==> config.mk <==
export PLATFORM = sky130hd
export DESIGN_NAME = gsqrt_array
export DESIGN_NICKNAME = d
export VERILOG_FILES = /design/src/rtl/gsqrt_array.sv
export SDC_FILE = /design/constraint.sdc
export NUM_CORES = 1
export LEC_CHECK = 0
export ABC_AREA = 1
export BUFFER_PORTS_ARGS = -buffer_cell sky130_fd_sc_hd__buf_2
export CAP_MARGIN = 20
export CORE_MARGIN = 3
export CORE_UTILIZATION = 25
export DETAILED_ROUTE_END_ITERATION = 6
export SKIP_LAST_GASP = 1
export SYNTH_ARGS = -nofsm -noshare
export SYNTH_HDL_FRONTEND = slang
export SYNTH_SLANG_ARGS = --single-unit
==> constraint.sdc <==
create_clock -name clk -period 4.2 [get_ports clk]
set_input_delay 0.63 -clock clk [delete_from_list [all_inputs] [get_ports clk]]
set_output_delay 0.63 -clock clk [all_outputs]
set_load 0.01 [all_outputs]
==> src/rtl/gsqrt_array.sv <==
// rtl/gsqrt_array.sv - multi-channel gain-based stochastic square-root array
// Define GSQRT_ARRAY_STATUS_EN to add sticky sat_hi/sat_lo saturation flags.
module gsqrt_array #(
   parameter int unsigned CH   = 4,
   parameter int unsigned CW   = 8,
   parameter int unsigned RW   = 6,
   parameter int unsigned DLY  = 1,
   parameter int unsigned INIT = 2**(CW-1)
) (
   input  logic             clk,
   input  logic             rst_n,
   input  logic             clr,
   input  logic [CH-1:0]    en,
   input  logic             mode,
   input  logic [CH*RW-1:0] rand_num,
   input  logic [CH-1:0]    in,
   output logic [CH-1:0]    out
`ifdef GSQRT_ARRAY_STATUS_EN
   ,
   output logic [CH-1:0]    sat_hi,
   output logic [CH-1:0]    sat_lo
`endif
);

   if (DLY < 1 || DLY > 8) begin : g_bad_dly
      $error("gsqrt_array: DLY must be in 1..8");
   end
   if (RW > CW) begin : g_bad_rw
      $error("gsqrt_array: RW must not exceed CW");
   end

   localparam logic [CW-1:0] INIT_V = CW'(INIT);

   logic [CW-1:0]  cnt_q [CH];
   logic [CW-1:0]  cnt_d [CH];
   logic [DLY-1:0] dly_q [CH];
   logic [DLY-1:0] dly_d [CH];
   logic [CH-1:0]  out_dly;
   logic [CH-1:0]  dec;
   logic [CH-1:0]  up;
   logic [CH-1:0]  dn;
   logic [CH-1:0]  hit_hi;
   logic [CH-1:0]  hit_lo;

   always_comb begin
      out     = '0;
      out_dly = '0;
      dec     = '0;
      up      = '0;
      dn      = '0;
      hit_hi  = '0;
      hit_lo  = '0;
      for (int k = 0; k < CH; k++) begin
         cnt_d[k]   = cnt_q[k];
         dly_d[k]   = dly_q[k];
         out[k]     = cnt_q[k][CW-1 -: RW] > rand_num[k*RW +: RW];
         out_dly[k] = dly_q[k][DLY-1];
         dec[k]     = mode ? ~(out[k] ^ out_dly[k]) : (out[k] & out_dly[k]);
         up[k]      = en[k] & in[k] & ~dec[k];
         dn[k]      = en[k] & ~in[k] & dec[k];
         // Saturated attempts hold the counter; they only feed the status flags.
         hit_hi[k]  = up[k] & (cnt_q[k] == {CW{1'b1}});
         hit_lo[k]  = dn[k] & (cnt_q[k] == '0);
         if (up[k] && !hit_hi[k]) begin
            cnt_d[k] = cnt_q[k] + CW'(1);
         end else if (dn[k] && !hit_lo[k]) begin
            cnt_d[k] = cnt_q[k] - CW'(1);
         end
         if (en[k]) begin
            dly_d[k] = (dly_q[k] << 1) | DLY'(out[k]);
         end
         if (clr) begin
            cnt_d[k] = INIT_V;
            dly_d[k] = '0;
         end
      end
   end

   always_ff @(posedge clk or negedge rst_n) begin
      if (!rst_n) begin
         for (int k = 0; k < CH; k++) begin
            cnt_q[k] <= INIT_V;
            dly_q[k] <= '0;
         end
      end else begin
         for (int k = 0; k < CH; k++) begin
            cnt_q[k] <= cnt_d[k];
            dly_q[k] <= dly_d[k];
         end
      end
   end

`ifdef GSQRT_ARRAY_STATUS_EN
   logic [CH-1:0] sat_hi_q;
   logic [CH-1:0] sat_hi_d;
   logic [CH-1:0] sat_lo_q;
   logic [CH-1:0] sat_lo_d;

   always_comb begin
      sat_hi_d = clr ? '0 : (sat_hi_q | hit_hi);
      sat_lo_d = clr ? '0 : (sat_lo_q | hit_lo);
   end

   always_ff @(posedge clk or negedge rst_n) begin
      if (!rst_n) begin
         sat_hi_q <= '0;
         sat_lo_q <= '0;
      end else begin
         sat_hi_q <= sat_hi_d;
         sat_lo_q <= sat_lo_d;
      end
   end

   assign sat_hi = sat_hi_q;
   assign sat_lo = sat_lo_q;
`endif

endmodule

Word level (Yosys, flattened, before mapping)
Cells that the tools add are included.
{ "classes": {"add_sub_neg": 8, "order_cmp": 4, "n_eq_ne": 4, "muxes": 24, "n_bitwise": 44, "n_reduce_logical": 28} }
{ "op_table": {"columns": ["cell", "count"], "rows": [
  ["$mux W8", 12],
  ["$add A8 B1 Y8 const B", 4],
  ["$eq A8 B8 Y1 const B", 4],
  ["$logic_not A8 Y1", 4],
  ["$sub A8 B1 Y8 const B", 4],
  ["$and A1 B1 Y1", 28],
  ["$gt A6 B6 Y1", 4],
  ["$mux W1", 12],
  ["$not A1 Y1", 12],
  ["$reduce_bool A3 Y1", 4],
  ["$logic_and A1 B1 Y1", 8],
  ["$logic_not A1 Y1", 8],
  ["$reduce_bool A2 Y1", 4],
  ["$xor A1 B1 Y1", 4]
]} }
{ "totals": {"register_bits": 36, "inputBits": 36, "out_inout_bits": 4, "word_cells": 120} }

Longest topological paths before layout
{ "depth": {"depth_word": 11, "ltp_mapped": 23, "depth_no_buf": 23} }

Worst setup path before layout
Ideal clock, no wire load.
{ "synth_path": {"kind": "input-to-reg", "start": "in rand_num[1]", "end": "reg cnt_q[29] (netlist name)", "setup_time_ns": 0.117, "arrival_ns": 3.210, "required_ns": 4.083, "setup_slack_ns": 0.873, "path_stages": 22, "path_buffers": 0, "cell_sequence": "inv_1 -> ha_1 -> inv_1 -> nor2_1 -> o21ai_0 -> inv_1 -> o21ai_0 -> inv_1 -> ha_1 -> inv_1 -> nand2_1 -> nand2_2 -> nor2_4 -> nand2_4 -> ha_1 -> a21oi_1 -> nand2_1 -> nand2_1 -> nand2_1 -> or2_2 -> nand3_1 -> nand2_1"} }
{ "synth_between": {"elab_chain_cells": 11} }
{ "synth_lines": {"columns": ["element", "line", "rtl"], "rows": [
  ["start: declaration", "15", "input logic [CH*RW-1:0] rand_num,"],
  ["$gt A6 B6 Y1 *", "56", "out[k] = cnt_q[k][CW-1 -: RW] > rand_num[k*RW +: RW];"],
  ["named net out[0]", "17", "output logic [CH-1:0] out"],
  ["$xor A1 B1 Y1", "58", "dec[k] = mode ? ~(out[k] ^ out_dly[k]) : (out[k] & out_dly[k]);"],
  ["$not A1 Y1", "58", null],
  ["$mux W1 *", "58", null],
  ["$not A1 Y1", "59", "up[k] = en[k] & in[k] & ~dec[k];"],
  ["$and A1 B1 Y1", "59", null],
  ["$and A1 B1 Y1", "62", "hit_hi[k] = up[k] & (cnt_q[k] == {CW{1'b1}});"],
  ["$logic_not A1 Y1", "64", "if (up[k] && !hit_hi[k]) begin"],
  ["$logic_and A1 B1 Y1", "64", null],
  ["$mux W8", "64", null],
  ["$mux W8", "72", "if (clr) begin"],
  ["end signal: indexed assignment", "87", "cnt_q[k] <= cnt_d[k];"],
  ["end: declaration", "34", "logic [CW-1:0] cnt_q [CH];"]
]} }
The timed path passes the listed nets; every way through them passes the cells marked *.
A chain may end at the register's enable or synchronous reset.

Worst setup path in the final report
{ "layout_path": {"start": "reg cnt_q[31] (netlist name)", "end": "reg cnt_q[29] (netlist name)"} }
{ "layout_between": {"elab_chain_cells": 11} }
{ "layout_lines": {"columns": ["element", "line"], "rows": [
  ["$gt A6 B6 Y1", "56"],
  ["$xor A1 B1 Y1", "58"],
  ["$not A1 Y1", "58"],
  ["$mux W1", "58"],
  ["$not A1 Y1", "59"],
  ["$and A1 B1 Y1", "59"],
  ["$and A1 B1 Y1", "62"],
  ["$logic_not A1 Y1", "64"],
  ["$logic_and A1 B1 Y1", "64"],
  ["$mux W8", "64"],
  ["$mux W8", "72"]
]} }
Several ways; a longest one is shown, not always the timed one.

==> flow_summary.yaml <==
run:
  cap_violations: 0
sta:
  whs_ns: 0.460
  tightest_slew_ns: 0.852
  report.final.slew_viol_count: 0
  setup_viol: 0
  finalClockSkew_ns: 0.00189
  layout_setup_ws_ns: 0.795
  slew_headroom_pct: 43.2
  fmax_mhz: 294
  period_minus_slack_ns: 3.41
  hold_viol: 0
  period_share_pct: 81.1
  fin_setup_tns_ns: 0
  rsz0062_at_grt: "no"
critical_path:
  critPathLaunchType: "register"
  path_depth: 21
  critPathRequiredTime_ns: 4.37
  crit_buf_inv: 3
  end_kind: "register"
  path_cells: "ha_1, nand2_1, nor2_1, o21ai_0, inv_1, o21ai_0, inv_1, ha_1, inv_1, nand2_1, nand2_2, nor2_4, nand2_4, ha_1, a21oi_1, nand2_1, nand2_1, nand2_1, or2_2, nand3_1, nand2_1"
  reg2reg_depth: 21
  slowest_delay_ns: 0.60
  path_common_cell: "nand2_1"
  arrival_ns: 3.57
  path_max_fanout: 10
  cp_top_family: "simple AND/OR/NAND/NOR gates"
  cpMaxStageDelayCell: "dfstp_2"
  criticalPathCategory: "reg2reg"
grt:
  overflow: 0
  grt_pass1_vias: 3176
  grt_pass1_wl_um: 14700
  track_usage_pct: 10.3
  grt_max_degree: 37
  antenna_found_initial: 1
cells_and_area:
  layout.nets: 689
  areaGrowthSynthToFinish_pct: 15.3
  drive_gt1_share_pct: 18.2
  num-fill-cells: 1660
  final_core_util_pct: 29.5
  antenna_cells: 0
logic_synthesis:
  yosys-top-cells-area: "dfrtp_1 (20%), ha_1 (17%), nand2_1 (13%)"
  ys_ff_latch: 36
  synth_area_leader_cell: "dfrtp_1"
  ys_types: 28
  yosys_warnings: 0
  synth.cell_area_um2: 3910
  synth_top_area_share_pct: 20.5
  synth.avg_cell_area_um2: 7.06
  syn_inst: 553
  ys_seq_area_share_pct: 23.2
  synth_nets: 645
drt:
  finalWirelength_um: 8610
  drcViolationCount: 0
  firstDrtPassIters: 4
  drtIter0Drc: 175
  wl_per_cell_um: 10.6
  vias: 3408
  ant_nets: 0
  viasPerCell: 4.21
run_status:
  outcome: "finished clean"
clocking:
  cts_tree: "built"
  root_buffer: "clkbuf_16"
  post_cts_buffers: 0
  clkTransAtPathRegs_ns: 0.06
  insertion_delay_ns: 0.27
  cts_made_buffers: 5
  htree_levels: 2
  ctsHoldBuffers: 0
  cts.path.max_buffers: 2
  cts_resized: 0
  clock-sinks: 36
floorplanning:
  die_w_um: 131
  num_rows: 45
  io_pins: 40
  start_util_pct: 25.6
  die_h_um: 131
  core_area_um2: 15300
  die-area_um2: 17200
power_and_ir_drop:
  finalPower_uw: 2610
  power.leakage_uw: 0.00242
  vdd_drop_max_v: 0.000188
  p_per_area_nw_per_um2: 579
worst_hold_path:
  worstHoldPathType: "in2async"
placed_design:
  preCtsSetupSlack_ns: 0.573
  numPortBuffers: 39
  dp_hpwl_um: 6900
  gp_congestion: 0.834
==> cells in the mapped netlist <==
master,instances
nand2_2,9
inv_2,4
nand2_4,8
nor2_1,48
o21ai_1,11
o211ai_1,2
a21oi_1,23
xor2_1,2
buf_6,1
dfstp_2,4
nand3_1,29
buf_4,1
a21oi_4,1
inv_1,101
nand4_1,21
ha_1,52
nand3_4,1
fa_1,4
or2_2,3
o21ai_0,10
nand3_2,6
a21oi_2,4
a31oi_1,1
nand2_1,139
xnor2_1,13
dfrtp_1,32
nor2_4,4
o21ai_2,19
==> cells in the final DEF (no fill, tap or decap), types with 3 or more instances in the layout <==
cell	n
inv_2	4
clkbuf_16	5
a21oi_2	4
xnor2_1	13
fa_1	4
nor2_4	4
ha_1	52
o21ai_0	10
nand2_4	8
nand2_2	9
inv_1	101
or2_2	3
o21ai_1	11
nand3_2	6
o21ai_2	19
nor2_1	48
nand4_1	21
a21oi_1	23
dfrtp_1	32
dfstp_2	4
buf_2	39
nand2_1	139
nand3_1	29
==> layer usage <==
layer,vias up,routed length [µm],part of all wire [%],global-route usage [%]
met5,-,20,0.23,0
met4,2,63,0.73,1.81
met3,7,244,2.8,1.67
met2,30,4210,49,18.3
met1,1506,4070,47,13.3
li1,1863,-,-,-
==> state kept, by name (all words and copies together), names as in the netlist <==
| name | cells |
|---|---|
| dly_q | 4 |
| cnt_q | 32 |
==> logic make-up after synthesis <==
family / count (synthesis) / share of synthesized area (%)
compound gates: 71 / 11.8
xor+xnor: 15 / 3.36
fa+ha+maj: 56 / 18.7
buf+inv: 107 / 10.6
flops: 36 / 23.2
simple gates: 268 / 32.4
==> through the flow <==
stage | std cells | area (µm²)
after floorplan | 553 | 3910
after global placement | 801 | 4350
after detailed placement | 801 | 4350
after CTS | 809 | 4500
after global routing | 809 | 4500
final | 809 | 4500
==> power by group <==
group | switching, µW | leakage, µW | internal (µW)
Sequential | 171 | 0.000459 | 468
Combinational | 920 | 0.00189 | 652
Clock | 144 | 0.0000772 | 253
==> area by class of cell <==
type	count	area, µm²	area share (%)
inverters	105	394	8.75
repair buffers	39	195	4.33
flip-flops and latches	36	906	20.1
multi-input cells	410	2590	57.5
well taps	211	264	5.86
clock buffers	8	156	3.47
==> path summary, 6_finish.rpt <==
check	from	to	slack (ns)
max in group asynchronous	rst_n	cnt_q[17]	3.20
worst max-delay path	cnt_q[31]	cnt_q[29]	0.79
min in group clk	cnt_q[7]	cnt_q[7]	0.55
worst min register to register	cnt_q[7]	cnt_q[7]	0.55
worst min-delay path	rst_n	cnt_q[6]	0.46
worst max register to register	cnt_q[31]	cnt_q[29]	0.79
(Power assumes the default switching activity.)
